File: config.mk
export PLATFORM = sky130hd
export DESIGN_NAME = video_timing_meter
export DESIGN_NICKNAME = d
export VERILOG_FILES = /design/src/rtl/video_timing_meter.sv
export SDC_FILE = /design/constraint.sdc
export NUM_CORES = 1
export LEC_CHECK = 0
export ABC_AREA = 1
export BUFFER_PORTS_ARGS = -buffer_cell sky130_fd_sc_hd__buf_2
export CAP_MARGIN = 20
export CORE_ASPECT_RATIO = 0.9
export CORE_UTILIZATION = 62
export CTS_CLUSTER_DIAMETER = 120
export DETAILED_ROUTE_END_ITERATION = 8
export PLACE_DENSITY_LB_ADDON = 0.2
export SKIP_LAST_GASP = 1
export SYNTH_ARGS = -nofsm -noshare
export SYNTH_HDL_FRONTEND = slang
export SYNTH_SLANG_ARGS = --single-unit
File: constraint.sdc
create_clock -name odck -period 6.65 [get_ports odck]
set_input_delay 1.995 -clock odck [delete_from_list [all_inputs] [get_ports odck]]
set_output_delay 1.995 -clock odck [all_outputs]
set_load 0.02 [all_outputs]
File: src/rtl/video_timing_meter.sv
// Video timing meter: live position counters, per-frame published geometry and
// a lock state machine that asserts only after LOCK_FRAMES identical clean frames.
module video_timing_meter #(
  parameter int CW          = 16,
  parameter int PW          = 32,
  parameter int FW          = 16,
  parameter int LOCK_FRAMES = 4
) (
  input  logic          odck,
  input  logic          rst,
  input  logic          scdt,
  input  logic          vsync_in,
  input  logic          hsync_in,
  input  logic          de_in,
  output logic [CW-1:0] now_x,
  output logic [CW-1:0] now_y,
  output logic [PW-1:0] now_pxl,
  output logic [CW-1:0] active_x,
  output logic [CW-1:0] active_y,
  output logic [PW-1:0] active_pxl,
  output logic [CW-1:0] total_x,
  output logic [CW-1:0] total_y,
  output logic [FW-1:0] frame_cnt,
  output logic          meas_valid,
  output logic          locked,
  output logic          ovf
);

  localparam int MW = $clog2(LOCK_FRAMES) + 1;
  localparam logic [MW-1:0] LF = MW'(LOCK_FRAMES);

  typedef enum logic [1:0] {
    ST_SEEK    = 2'd0,
    ST_ACQUIRE = 2'd1,
    ST_LOCKED  = 2'd2
  } state_t;

  function automatic logic [CW-1:0] inc_c(input logic [CW-1:0] v);
    return (v == {CW{1'b1}}) ? v : v + CW'(1);
  endfunction

  function automatic logic [PW-1:0] inc_p(input logic [PW-1:0] v);
    return (v == {PW{1'b1}}) ? v : v + PW'(1);
  endfunction

  logic          r_de_q, r_vs_q, r_hs_q, r_de_d, r_vs_d, r_hs_d;
  logic [CW-1:0] r_now_x, r_now_y, r_hcnt, r_he_cnt;
  logic [PW-1:0] r_now_pxl;
  logic [CW-1:0] r_lref, r_tref;
  logic          r_unstable, r_sat;
  logic [CW-1:0] r_active_x, r_active_y, r_total_x, r_total_y;
  logic [PW-1:0] r_active_pxl;
  logic [FW-1:0] r_frame_cnt;
  logic          r_meas_valid, r_locked, r_ovf;
  logic [MW-1:0] r_match_cnt;
  state_t        r_state;

  logic          w_clear, w_fe, w_le, w_he;
  logic          w_x_sat, w_p_sat, w_y_sat, w_h_sat, w_e_sat;
  logic          w_line_bad, w_tot_bad;
  logic [CW-1:0] w_fin_ax, w_fin_ay;
  logic          w_fin_unstable, w_fin_sat, w_clean, w_same;
  logic [MW-1:0] w_match_nx;

  assign w_clear = rst | ~scdt;
  assign w_fe    = r_vs_d & ~r_vs_q;
  assign w_le    = r_de_d & ~r_de_q;
  assign w_he    = r_hs_q & ~r_hs_d;

  assign w_x_sat = r_de_q & (r_now_x == {CW{1'b1}});
  assign w_p_sat = r_de_q & (r_now_pxl == {PW{1'b1}});
  assign w_y_sat = w_le & (r_now_y == {CW{1'b1}});
  assign w_h_sat = ~w_he & (r_hcnt == {CW{1'b1}});
  assign w_e_sat = w_he & (r_he_cnt == {CW{1'b1}});

  // A zero reference means "not yet captured": a DE run is always at least one cycle.
  assign w_line_bad = w_le & (r_lref != '0) & (r_now_x != r_lref);
  assign w_tot_bad  = w_he & (r_he_cnt >= CW'(2)) & (r_hcnt != r_tref);

  // A line ending on the frame-end cycle still belongs to the ending frame.
  assign w_fin_ax       = (r_lref != '0) ? r_lref : (w_le ? r_now_x : '0);
  assign w_fin_ay       = w_le ? inc_c(r_now_y) : r_now_y;
  assign w_fin_unstable = r_unstable | w_line_bad;
  assign w_fin_sat      = r_sat | w_y_sat;
  assign w_clean        = ~w_fin_unstable & ~w_fin_sat;
  assign w_same         = (w_fin_ax == r_active_x) && (w_fin_ay == r_active_y) &&
                          (r_tref == r_total_x) && (r_he_cnt == r_total_y);

  // Next match count for the frame being published.
  always_comb begin
    w_match_nx = '0;
    if (w_clean) begin
      if ((r_match_cnt != '0) && w_same) begin
        if (r_match_cnt >= LF) begin
          w_match_nx = LF;
        end else begin
          w_match_nx = r_match_cnt + MW'(1);
        end
      end else begin
        w_match_nx = MW'(1);
      end
    end else begin
      w_match_nx = '0;
    end
  end

  // Input registers and live position / interval counters.
  always_ff @(posedge odck) begin
    if (w_clear) begin
      r_de_q    <= 1'b0;
      r_vs_q    <= 1'b0;
      r_hs_q    <= 1'b0;
      r_de_d    <= 1'b0;
      r_vs_d    <= 1'b0;
      r_hs_d    <= 1'b0;
      r_now_x   <= '0;
      r_now_y   <= '0;
      r_now_pxl <= '0;
      r_hcnt    <= '0;
      r_he_cnt  <= '0;
    end else begin
      r_de_q  <= de_in;
      r_vs_q  <= vsync_in;
      r_hs_q  <= hsync_in;
      r_de_d  <= r_de_q;
      r_vs_d  <= r_vs_q;
      r_hs_d  <= r_hs_q;
      r_now_x <= r_de_q ? inc_c(r_now_x) : '0;
      r_hcnt  <= w_he ? CW'(1) : inc_c(r_hcnt);
      if (w_fe) begin
        r_now_y   <= '0;
        r_now_pxl <= r_de_q ? PW'(1) : '0;
        r_he_cnt  <= w_he ? CW'(1) : '0;
      end else begin
        r_now_y   <= w_le ? inc_c(r_now_y) : r_now_y;
        r_now_pxl <= r_de_q ? inc_p(r_now_pxl) : r_now_pxl;
        r_he_cnt  <= w_he ? inc_c(r_he_cnt) : r_he_cnt;
      end
    end
  end

  // Per-frame reference lengths and stability / saturation flags.
  always_ff @(posedge odck) begin
    if (w_clear) begin
      r_lref     <= '0;
      r_tref     <= '0;
      r_unstable <= 1'b0;
      r_sat      <= 1'b0;
    end else if (w_fe) begin
      r_lref     <= '0;
      r_tref     <= '0;
      r_unstable <= 1'b0;
      r_sat      <= w_x_sat | w_h_sat;
    end else begin
      if (w_le && (r_lref == '0)) begin
        r_lref <= r_now_x;
      end
      if (w_he && (r_he_cnt == CW'(1))) begin
        r_tref <= r_hcnt;
      end
      r_unstable <= r_unstable | w_line_bad | w_tot_bad;
      r_sat      <= r_sat | w_x_sat | w_p_sat | w_y_sat | w_h_sat | w_e_sat;
    end
  end

  // Lock state machine with registered published outputs.
  always_ff @(posedge odck) begin
    if (w_clear) begin
      r_state      <= ST_SEEK;
      r_match_cnt  <= '0;
      r_active_x   <= '0;
      r_active_y   <= '0;
      r_active_pxl <= '0;
      r_total_x    <= '0;
      r_total_y    <= '0;
      r_frame_cnt  <= '0;
      r_meas_valid <= 1'b0;
      r_locked     <= 1'b0;
      r_ovf        <= 1'b0;
    end else begin
      r_meas_valid <= 1'b0;
      case (r_state)
        ST_SEEK: begin
          if (w_fe) begin
            r_state <= ST_ACQUIRE;
          end
        end
        ST_ACQUIRE, ST_LOCKED: begin
          if (w_fe) begin
            r_active_x   <= w_fin_ax;
            r_active_y   <= w_fin_ay;
            r_active_pxl <= r_now_pxl;
            r_total_x    <= r_tref;
            r_total_y    <= r_he_cnt;
            r_frame_cnt  <= r_frame_cnt + FW'(1);
            r_meas_valid <= 1'b1;
            r_ovf        <= w_fin_sat;
            r_match_cnt  <= w_match_nx;
            if (r_state == ST_LOCKED) begin
              if (!(w_clean && w_same)) begin
                r_locked <= 1'b0;
                r_state  <= ST_ACQUIRE;
              end
            end else if (w_match_nx == LF) begin
              r_locked <= 1'b1;
              r_state  <= ST_LOCKED;
            end
          end
        end
        default: begin
          r_state  <= ST_SEEK;
          r_locked <= 1'b0;
        end
      endcase
    end
  end

  assign now_x      = r_now_x;
  assign now_y      = r_now_y;
  assign now_pxl    = r_now_pxl;
  assign active_x   = r_active_x;
  assign active_y   = r_active_y;
  assign active_pxl = r_active_pxl;
  assign total_x    = r_total_x;
  assign total_y    = r_total_y;
  assign frame_cnt  = r_frame_cnt;
  assign meas_valid = r_meas_valid;
  assign locked     = r_locked;
  assign ovf        = r_ovf;

endmodule

==> results of run 1 <==
-- cell families after synthesis --
kind of cell / Yosys count / synth area share [%]
flip-flops: 256 / 41.2
AND/OR/NAND/NOR: 818 / 29.0
buffers and inverters: 300 / 9.34
adder cells (fa/ha/maj): 14 / 1.41
AO/OA/AOI/OAI: 352 / 14.8
XOR/XNOR: 59 / 4.16
-- worst min-delay path: cells and delay by family, from the launching register on --
family	cells	cell delay, ns
buffers and inverters	1	0.06
AND/OR/NAND/NOR	1	0.04
flip-flops	1	0.30
-- power breakdown --
group	leakage, uW	internal [uW]	switching, uW
Clock	0.000459	948	619
Combinational	0.00386	277	622
Sequential	0.00206	1560	22.2
-- through the flow --
step | instances | total power (uW) | setup WS, ns
2_1_floorplan | 1799 | 2360 | 3.30
3_5_place_dp | 2184 | 2510 | 2.69
6_report | 2232 | 4050 | 3.18
4_1_cts | 2232 | 4060 | 3.24
5_1_grt | 2232 | 4250 | 3.04
3_3_place_gp | 2184 | 2480 | 2.70
-- final cells by class --
class	count	area, um^2
multi-input cells	1243	6160
clock inverters	8	119
fillers	1560	4980
well taps	250	313
repair buffers	192	981
flip-flops and latches	256	5120
clock buffers	40	805
inverters	243	915
-- synth_stat cells, types with 7 or more instances --
master    instances
nand3b_1         14
inv_1           235
nor4_1           12
xor2_1           29
o21ai_0         137
nor2_2            7
nand2_2          20
a31oi_1           7
nor2_1          180
a21oi_1         178
clkbuf_1         48
nand3_1          91
xnor2_1          30
nand2_1         389
dfxtp_1         256
nor3_1           46
nand4_1          34
ha_1             14
-- cells in the final DEF (no fill, tap or decap), drive strengths merged --
cell type	count
nor4	13
o311ai	1
nand3b	15
a21oi	178
a221oi	3
ha	14
inv	241
o21a	5
dfxtp	256
o211a	1
bufinv	3
o31ai	1
or2	4
buf	192
clkbuf	40
o22ai	1
a211oi	6
and2	2
nand2	412
nor3b	2
o21ai	140
nand4	34
a31oi	7
clkinv	7
o21bai	3
xnor2	30
xor2	29
nor3	46
o211ai	5
nor2	192
nand3	95
a21o	1
and3	3
-- final timing paths --
kind / slack (ns) / cells past startpoint / endpoint
setup / recovery: 3.18 / 7 / r_sat
hold / removal: 0.44 / 2 / r_hs_d
setup reg to reg: 3.62 / 21 / r_state[1]
hold reg to reg: 0.44 / 2 / r_hs_d
-- per-layer routing --
metal,GRT usage [%],vias to the layer above,share of wire (%)
li1,-,6150,-
met3,5.37,60,8.1
met4,9.06,0,2.3
met5,0,-,0
met2,52.3,463,46
met1,43.1,5652,44
==> results.sh, run 1 <==
export IMPL_cts_setup_buffers=0
export IMPL_tritoncts="done"
export IMPL_dieHeight_um=136
export IMPL_port_buffers=184
export IMPL_synth_area_um2=12400
export IMPL_setup_viol=0
export IMPL_grt_use_total_pct=32.0
export IMPL_cpPeakStageDelay_ns=0.40
export IMPL_p_per_area_nw_per_um2=281
export IMPL_synth_cells=1799
export IMPL_clock_latency_ns=0.54
export IMPL_io_pin_count=185
export IMPL_start_util_pct=64.1
export IMPL_synth_edf_count=0
export IMPL_cts_max_level=1
export IMPL_tightest_slew_ns=1.08
export IMPL_num_nets_final=1983
export IMPL_setup_worst_path_start="rst"
export IMPL_cp_end_kind="flip-flop"
export IMPL_wire_per_inst_um=14.9
export IMPL_coreArea_um2=19400
export IMPL_fmax_mhz=288
export IMPL_fin_area_um2=14400
export IMPL_cts_buffers=27
export IMPL_critPathMaxFanout=38
export IMPL_overflow=0
export IMPL_grt_max_degree=116
export IMPL_grt_pass1_vias=11066
export IMPL_post_route_util_pct=74.3
export IMPL_postRouteAntennaNets=0
export IMPL_critPathRequiredTime_ns=7.09
export IMPL_routed_via_density=5.52
export IMPL_drc=0
export IMPL_yosys_area_top_type="dfxtp_1"
export IMPL_crit_arrival_ns=3.91
export IMPL_cts_buffer_depth=3
export IMPL_yosys_top_cells_area="dfxtp_1 41%, nand2_1 12%, a21oi_1 7.2%"
export IMPL_drive_above_1_share_pct=14.6
export IMPL_setup_tns_ns=0
export IMPL_syn_num_nets=1819
export IMPL_drt_iter0_drc=1004
export IMPL_final_max_slew_viol_count=0
export IMPL_antenna_cells=0
export IMPL_grt_pass1_wl_mm=53.3
export IMPL_clk_pin_slew_ns=0.06
export IMPL_hpwl_mm=23.2
export IMPL_critPathTopFamily="buffers and inverters"
export IMPL_drtPass1Iterations=5
export IMPL_ys_types=44
export IMPL_hp_start="r_hs_q"
export IMPL_root_buffer="clkbuf_16"
export IMPL_crit_path_top_delay_cell="nor2_1"
export IMPL_timing_hold_ws_ns=0.439
export IMPL_worstSetupPathType="primary input to flip-flop"
export IMPL_ys_ff_latch=256
export IMPL_synth_top_cell_area_share_pct=41.2
export IMPL_fp_dieW_um=151
export IMPL_synthArstFlopShare_pct=0
export IMPL_ctsHoldBuffers=0
export IMPL_die_area_um2=20600
export IMPL_synth_avg_cell_area_um2=6.91
export IMPL_min_period_over_period_pct=52.2
export IMPL_rsz0062_at_grt="false"
export IMPL_dpl_cell_area_um2=13500
export IMPL_gp_routability_congestion=0.898
export IMPL_post_cts_resized=0
export IMPL_critPathBufInv=4
export IMPL_num_rows=48
export IMPL_antenna_found_initial=0
export IMPL_critPathLaunchType="primary input"
export IMPL_min_period_ns=3.47
export IMPL_reg2reg_from="r_lref[15]"
export IMPL_vias=12325
export IMPL_clock_sinks=256
export IMPL_min_delay_path_class="flip-flop to flip-flop"
export IMPL_status="completed"
export IMPL_hold_viol_final=0
export IMPL_synth_sequential_area_ratio_pct=41.2
export IMPL_synth_ff_type="dfxtp_1"
export IMPL_yosysWarnings=0
export IMPL_wl_mm=33.4
export IMPL_vdd_drop_max_v=0.000231
export IMPL_p_leak_uw=0.00639
export IMPL_syn_to_final_growth_pct=16.0
export IMPL_path_cells="buf_2 -> nor2_4 -> inv_2 -> buf_4 -> nor2_1 -> clkinv_1 -> o311ai_0"
export IMPL_maxCapViolCount=0
export IMPL_fin_worst_skew_ns=0.0152
export IMPL_relSlewSlack_pct=27.8
Power figures use the tool's default switching activity.
==> run 2: changes to the inputs <==
--- a/config.mk
+++ b/config.mk
@@ -9,7 +9,7 @@
 export BUFFER_PORTS_ARGS = -buffer_cell sky130_fd_sc_hd__buf_2
 export CAP_MARGIN = 20
 export CORE_ASPECT_RATIO = 0.9
-export CORE_UTILIZATION = 62
+export CORE_UTILIZATION = 57
 export CTS_CLUSTER_DIAMETER = 120
 export DETAILED_ROUTE_END_ITERATION = 8
 export PLACE_DENSITY_LB_ADDON = 0.2
==> constraint.sdc (replaced) <==
create_clock -name odck -period 3.3 [get_ports odck]
set_input_delay 0.99 -clock odck [delete_from_list [all_inputs] [get_ports odck]]
set_output_delay 0.99 -clock odck [all_outputs]
set_load 0.02 [all_outputs]
==> run 2 against run 1 <==
Net effect: cell area grew 0.48%; worst setup slack lost 2.8 ns; combinational power grew 110%; via count is essentially flat; critical path depth grew 14; highest routed layer unchanged.
==> results.sh, run 2 (same netlist as run 1, synthesis figures left out) <==
export IMPL_post_route_util_pct=68.7
export IMPL_reg2reg_from="now_y[0]"
export IMPL_grt_pass1_vias=10911
export IMPL_r2r_end="locked"
export IMPL_cts_max_level=1
export IMPL_crit_arrival_ns=3.37
export IMPL_hpwl_mm=24.2
export IMPL_cts_buffer_depth=3
export IMPL_syn_to_final_growth_pct=16.5
export IMPL_maxCapViolCount=0
export IMPL_p_leak_uw=0.00641
export IMPL_mostFrequentLayoutCells="389 x nand2_1, 256 x dfxtp_1, 234 x inv_1"
export IMPL_setup_tns_ns=0
export IMPL_wire_per_inst_um=14.8
export IMPL_routed_via_density=5.42
export IMPL_cp_end_kind="flip-flop"
export IMPL_dp_slack_ns=0.471
export IMPL_power_internal_uw=5560
export IMPL_vias=12321
export IMPL_fin_worst_skew_ns=0.00705
export IMPL_root_buffer="clkbuf_16"
export IMPL_gp_routability_congestion=0.959
export IMPL_post_cts_resized=0
export IMPL_postRouteAntennaNets=0
export IMPL_fmax_mhz=344
export IMPL_drtPass1Iterations=5
export IMPL_dieHeight_um=142
export IMPL_wl_mm=33.7
export IMPL_fp_dieW_um=158
export IMPL_hold_viol_final=0
export IMPL_num_nets_final=1994
export IMPL_status="completed"
export IMPL_switchingPower_uw=2550
export IMPL_setup_viol=0
export IMPL_layout_commonest_cell="nand2_1"
export IMPL_port_buffers=184
export IMPL_overflow=0
export IMPL_whs_path_depth=2
export IMPL_clock_latency_ns=0.53
export IMPL_ctsHoldBuffers=0
export IMPL_hp_start="r_vs_q"
export IMPL_grt_pass1_wl_mm=54.5
export IMPL_rsz0062_at_grt="false"
export IMPL_io_pin_count=185
export IMPL_drt_iter0_drc=1001
export IMPL_min_period_ns=2.91
export IMPL_die_area_um2=22400
export IMPL_relSlewSlack_pct=45.1
export IMPL_cts_buffers=27
export IMPL_clockPowerShare_pct=37.5
export IMPL_num_rows=50
export IMPL_grt_max_degree=81
export IMPL_p_per_area_nw_per_um2=560
export IMPL_r2r_cells=21
export IMPL_combPwrFrac_pct=23.1
export IMPL_layout_setup_ws_ns=0.391
export IMPL_critPathRequiredTime_ns=3.76
export IMPL_grt_use_total_pct=30.0
export IMPL_final_max_slew_viol_count=0
export IMPL_clock_sinks=256
export IMPL_sequentialPowerShare_pct=39.3
export IMPL_min_delay_path_class="flip-flop to flip-flop"
export IMPL_start_util_pct=59.0
export IMPL_cts_setup_buffers=0
export IMPL_coreArea_um2=21100
export IMPL_critPathMaxFanout=7
export IMPL_worstSetupPathType="flip-flop to flip-flop"
export IMPL_critPathLaunchType="flip-flop"
export IMPL_antenna_found_initial=0
export IMPL_tightest_slew_ns=0.823
export IMPL_tritoncts="done"
export IMPL_sw_frac_of_total_pct=31.5
export IMPL_clk_pin_slew_ns=0.06
export IMPL_drc=0
export IMPL_holdPathEnd="r_vs_d"
export IMPL_reg2reg_slack_ns=0.39
export IMPL_drive_above_1_share_pct=14.8
export IMPL_antenna_cells=0
export IMPL_min_period_over_period_pct=88.2
export IMPL_vdd_drop_max_v=0.000432
## run 2: changes by cell type in the layout (fill, tap and decap cells not counted)
cell,change
clkinv_2,+1
clkbuf_8,-7
bufinv_16,+1
buf_4,+11
clkinvlp_4,+1
clkbuf_1,+1
inv_6,-1
## run 2: per-stage QoR
| step | hold WS, ns | cells | area, um^2 | total power (uW) |
|---|---|---|---|---|
| 2_1_floorplan | 0.416 | 1799 | 12400 | 4750 |
| 3_3_place_gp | 0.422 | 2231 | 13600 | 5100 |
| 3_5_place_dp | 0.427 | 2231 | 13600 | 5120 |
| 4_1_cts | 0.436 | 2275 | 14500 | 8130 |
| 5_1_grt | 0.458 | 2275 | 14500 | 8500 |
| 6_report | 0.433 | 2275 | 14500 | 8120 |
## run 2: worst max path at each step
stage / startpoint / to / depth (start not counted)
after global placement: now_pxl[0] / now_pxl[24] / 16
after CTS: now_y[0] / locked / 21
after detailed placement: now_y[0] / r_state[1] / 21
final: now_y[0] / locked / 21
after global routing: now_y[0] / r_state[1] / 23
after floorplan: now_y[0] / r_state[0] / 24
## run 2: critical path: stages, from the launching register on
cell	delay, ns
dfxtp_1	0.44
ha_1	0.30
inv_2	0.07
nor2_4	0.16
nand4_1	0.28
nand2_1	0.16
nand2_1	0.07
nand2_1	0.10
nand2_1	0.07
nand2_1	0.06
nand2_1	0.06
nor2_1	0.14
nand3_1	0.13
nor2_4	0.17
nand3_2	0.09
nor2_2	0.08
nand2_1	0.06
nand2_2	0.11
nand3_1	0.08
nand2_1	0.06
inv_1	0.04
nor2_1	0.10
## run 2: final cells by class
type                    instances  area (um^2)
flip-flops and latches        256         5120
well taps                     286          358
clock buffers                  34          712
clock inverters                10          153
multi-input cells            1243         6160
fillers                      1898         6600
inverters                     243          915
repair buffers                203         1060
## run 2: power groups by stage
stage / Clock (uW) / Combinational (uW) / Sequential, uW
after floorplan: 0 / 1510 / 3240
after global placement: 0 / 1840 / 3260
after detailed placement: 0 / 1860 / 3250
after CTS: 3070 / 1870 / 3190
after global routing: 3200 / 2100 / 3190
final: 3050 / 1880 / 3190
## run 2: layer usage
| layer | track usage [%] | part of all wire (%) | wire, um | vias up |
|---|---|---|---|---|
| met2 | 47.7 | 44 | 15000 | 434 |
| met3 | 4.48 | 7.6 | 2560 | 38 |
| li1 | - | - | - | 6171 |
| met5 | 0 | 0 | 0 | - |
| met4 | 5.83 | 1.5 | 517 | 0 |
| met1 | 43.2 | 46 | 15600 | 5678 |
==> run 3: changes to the inputs <==
--- a/config.mk
+++ b/config.mk
@@ -13,6 +13,7 @@
 export CTS_CLUSTER_DIAMETER = 120
 export DETAILED_ROUTE_END_ITERATION = 8
 export PLACE_DENSITY_LB_ADDON = 0.2
+export RECOVER_POWER = 50
 export SKIP_LAST_GASP = 1
 export SYNTH_ARGS = -nofsm -noshare
 export SYNTH_HDL_FRONTEND = slang
==> run 3 against run 2 <==
Net effect: via count is 0.34% lower; the run now ends with max-capacitance violations, max-slew violations left; critical endpoint is now r_state[1]; die area stayed put; highest routed layer unchanged; sequential cell count stayed put; worst setup slack worse by 0.018 ns; maximum frequency is 0.62% lower; sequential share of layout area is 0.38 points higher; clock skew hardly changed; total power hardly changed; first-iteration DRC count is 6.4% higher; wire length hardly changed; sequential power hardly changed; critical path depth is 1 lower.
==> results.sh, run 3 (same netlist as run 1, synthesis figures left out) <==
export IMPL_status="complete, but fails checks"
export IMPL_violations="max-capacitance violations, max-slew violations"
export IMPL_total_power_uw=8120
export IMPL_gp_routability_congestion=0.959
export IMPL_grt_pass1_wl_mm=54.5
export IMPL_cpMostUsedCell="nand2_1"
export IMPL_grt_pass1_vias=10911
export IMPL_cts_buffer_depth=3
export IMPL_critPathBufInv=1
export IMPL_sequentialPowerShare_pct=39.3
export IMPL_grt_use_met1_pct=43.2
export IMPL_fin_worst_skew_ns=0.00728
export IMPL_syn_to_final_growth_pct=15.3
export IMPL_post_route_util_pct=68.0
export IMPL_switchingPower_uw=2560
export IMPL_relSlewSlack_pct=-5.54
export IMPL_final_max_slew_viol_count=80
export IMPL_setup_viol=0
export IMPL_critPathRequiredTime_ns=3.72
export IMPL_drt_iter0_drc=1065
export IMPL_maxCapViolCount=1
export IMPL_path_cells="ha_1 -> inv_2 -> nor2_4 -> nand4_1 -> nand2_1 -> nand2_1 -> nand2_1 -> nand2_1 -> nand2_1 -> nand2_1 -> nor2_1 -> nand3_1 -> nor2_4 -> nand3_2 -> nor2_2 -> nand2_1 -> nand2_2 -> nand4_1 -> nand2_1 -> nor2_1"
export IMPL_num_rows=50
export IMPL_grt_use_total_pct=30.0
export IMPL_combPwrFrac_pct=23.1
export IMPL_clock_sinks=256
export IMPL_io_pin_count=185
export IMPL_hold_viol_final=0
export IMPL_critPathTopFamily="simple AND/OR/NAND/NOR gates"
export IMPL_drtPass1Iterations=5
export IMPL_antenna_cells=0
export IMPL_ctsHoldBuffers=0
export IMPL_min_period_ns=2.93
export IMPL_coreArea_um2=21100
export IMPL_p_per_area_nw_per_um2=566
export IMPL_cpPeakStageDelay_ns=0.44
export IMPL_grt_max_degree=81
export IMPL_postRouteAntennaNets=0
export IMPL_crit_arrival_ns=3.34
export IMPL_power_internal_uw=5560
export IMPL_sw_frac_of_total_pct=31.5
export IMPL_tritoncts="done"
export IMPL_dieHeight_um=142
export IMPL_routed_via_density=5.40
export IMPL_post_cts_resized=0
export IMPL_wire_per_inst_um=14.8
export IMPL_port_buffers=184
export IMPL_grt_use_met3_pct=4.48
export IMPL_crit_path_top_delay_cell="dfxtp_1"
export IMPL_vdd_drop_max_v=0.000437
export IMPL_antenna_found_initial=0
export IMPL_critPathMaxFanout=7
export IMPL_wl_mm=33.7
export IMPL_mostFrequentLayoutCells="390 x nand2_1, 256 x dfxtp_1, 235 x inv_1"
export IMPL_tightest_slew_ns=1.58
export IMPL_clk_pin_slew_ns=0.06
export IMPL_p_leak_uw=0.00599
export IMPL_drive_above_1_share_pct=9.90
export IMPL_cp_end_kind="flip-flop"
export IMPL_nFillCells=1961
export IMPL_fmax_mhz=342
export IMPL_min_delay_path_class="flip-flop to flip-flop"
export IMPL_layout_commonest_cell="nand2_1"
export IMPL_die_area_um2=22400
export IMPL_min_period_over_period_pct=88.7
export IMPL_clockPowerShare_pct=37.6
export IMPL_cts_max_level=1
export IMPL_fp_dieW_um=158
export IMPL_root_buffer="clkbuf_16"
export IMPL_worstSetupPathType="flip-flop to flip-flop"
export IMPL_cts_buffers=27
export IMPL_start_util_pct=59.0
export IMPL_rsz0062_at_grt="false"
export IMPL_drc=0
export IMPL_busiest_layer="met2"
export IMPL_setup_tns_ns=0
export IMPL_grt_use_met2_pct=47.7
export IMPL_num_nets_final=1994
export IMPL_clock_latency_ns=0.53
export IMPL_overflow=0
export IMPL_cts_setup_buffers=0
export IMPL_hpwl_mm=24.2
export IMPL_critPathLaunchType="flip-flop"
export IMPL_vias=12279
## run 3: cell count changes in the layout (fill, tap and decap cells not counted), sizes merged
| cell | before | now |
|---|---|---|
| clkbuf | 34 | 131 |
| buf | 203 | 106 |
## run 3: metrics by stage
stage               std cells  instance area, um^2  hold slack, ns  worst slack (ns)
CTS                      2275                14500           0.436             0.415
global placement         2231                13600           0.422             0.521
detailed placement       2231                13600           0.427             0.471
finish                   2275                14300           0.432             0.373
global route             2275                14300           0.458            0.0190
floorplan                1799                12400           0.416             0.744
## run 3: power by group through the flow
stage                     registers (uW)  clock network (uW)  logic [uW]
after global placement              3260                   0        1840
after detailed placement            3250                   0        1860
after floorplan                     3240                   0        1510
after CTS                           3190                3070        1870
final                               3190                3050        1880
after global routing                3190                3200        2100
## run 3: cell type report
| type | instances | area (um^2) | share of cell area, % |
|---|---|---|---|
| inverters | 243 | 915 | 6.38 |
| multi-input cells | 1243 | 6150 | 42.9 |
| clock inverters | 10 | 153 | 1.07 |
| repair buffers | 203 | 923 | 6.44 |
| well taps | 286 | 358 | 2.50 |
| clock buffers | 34 | 712 | 4.97 |
| flip-flops and latches | 256 | 5120 | 35.8 |
## run 3: worst min-delay path: cells and delay by family (launching register included)
| family | cells | cell delay, ns |
|---|---|---|
| buffers and inverters | 1 | 0.06 |
| DFF | 1 | 0.29 |
| and+or+nand+nor | 1 | 0.04 |
## run 3: metal layers
| layer | wire length (um) | vias up | share of wire, % |
|---|---|---|---|
| li1 | - | 6172 | - |
| met1 | 15700 | 5649 | 46 |
| met2 | 15000 | 416 | 44 |
| met3 | 2520 | 42 | 7.5 |
| met4 | 548 | 0 | 1.6 |
| met5 | 0 | - | 0 |
## run 3: worst paths after layout
check / from / endpoint / slack, ns / depth (start not counted)
worst min-delay path: r_vs_q / r_vs_d / 0.43 / 2
worst min register to register: r_vs_q / r_vs_d / 0.43 / 2
worst max register to register: now_y[0] / r_state[1] / 0.37 / 20
worst max-delay path: now_y[0] / r_state[1] / 0.37 / 20
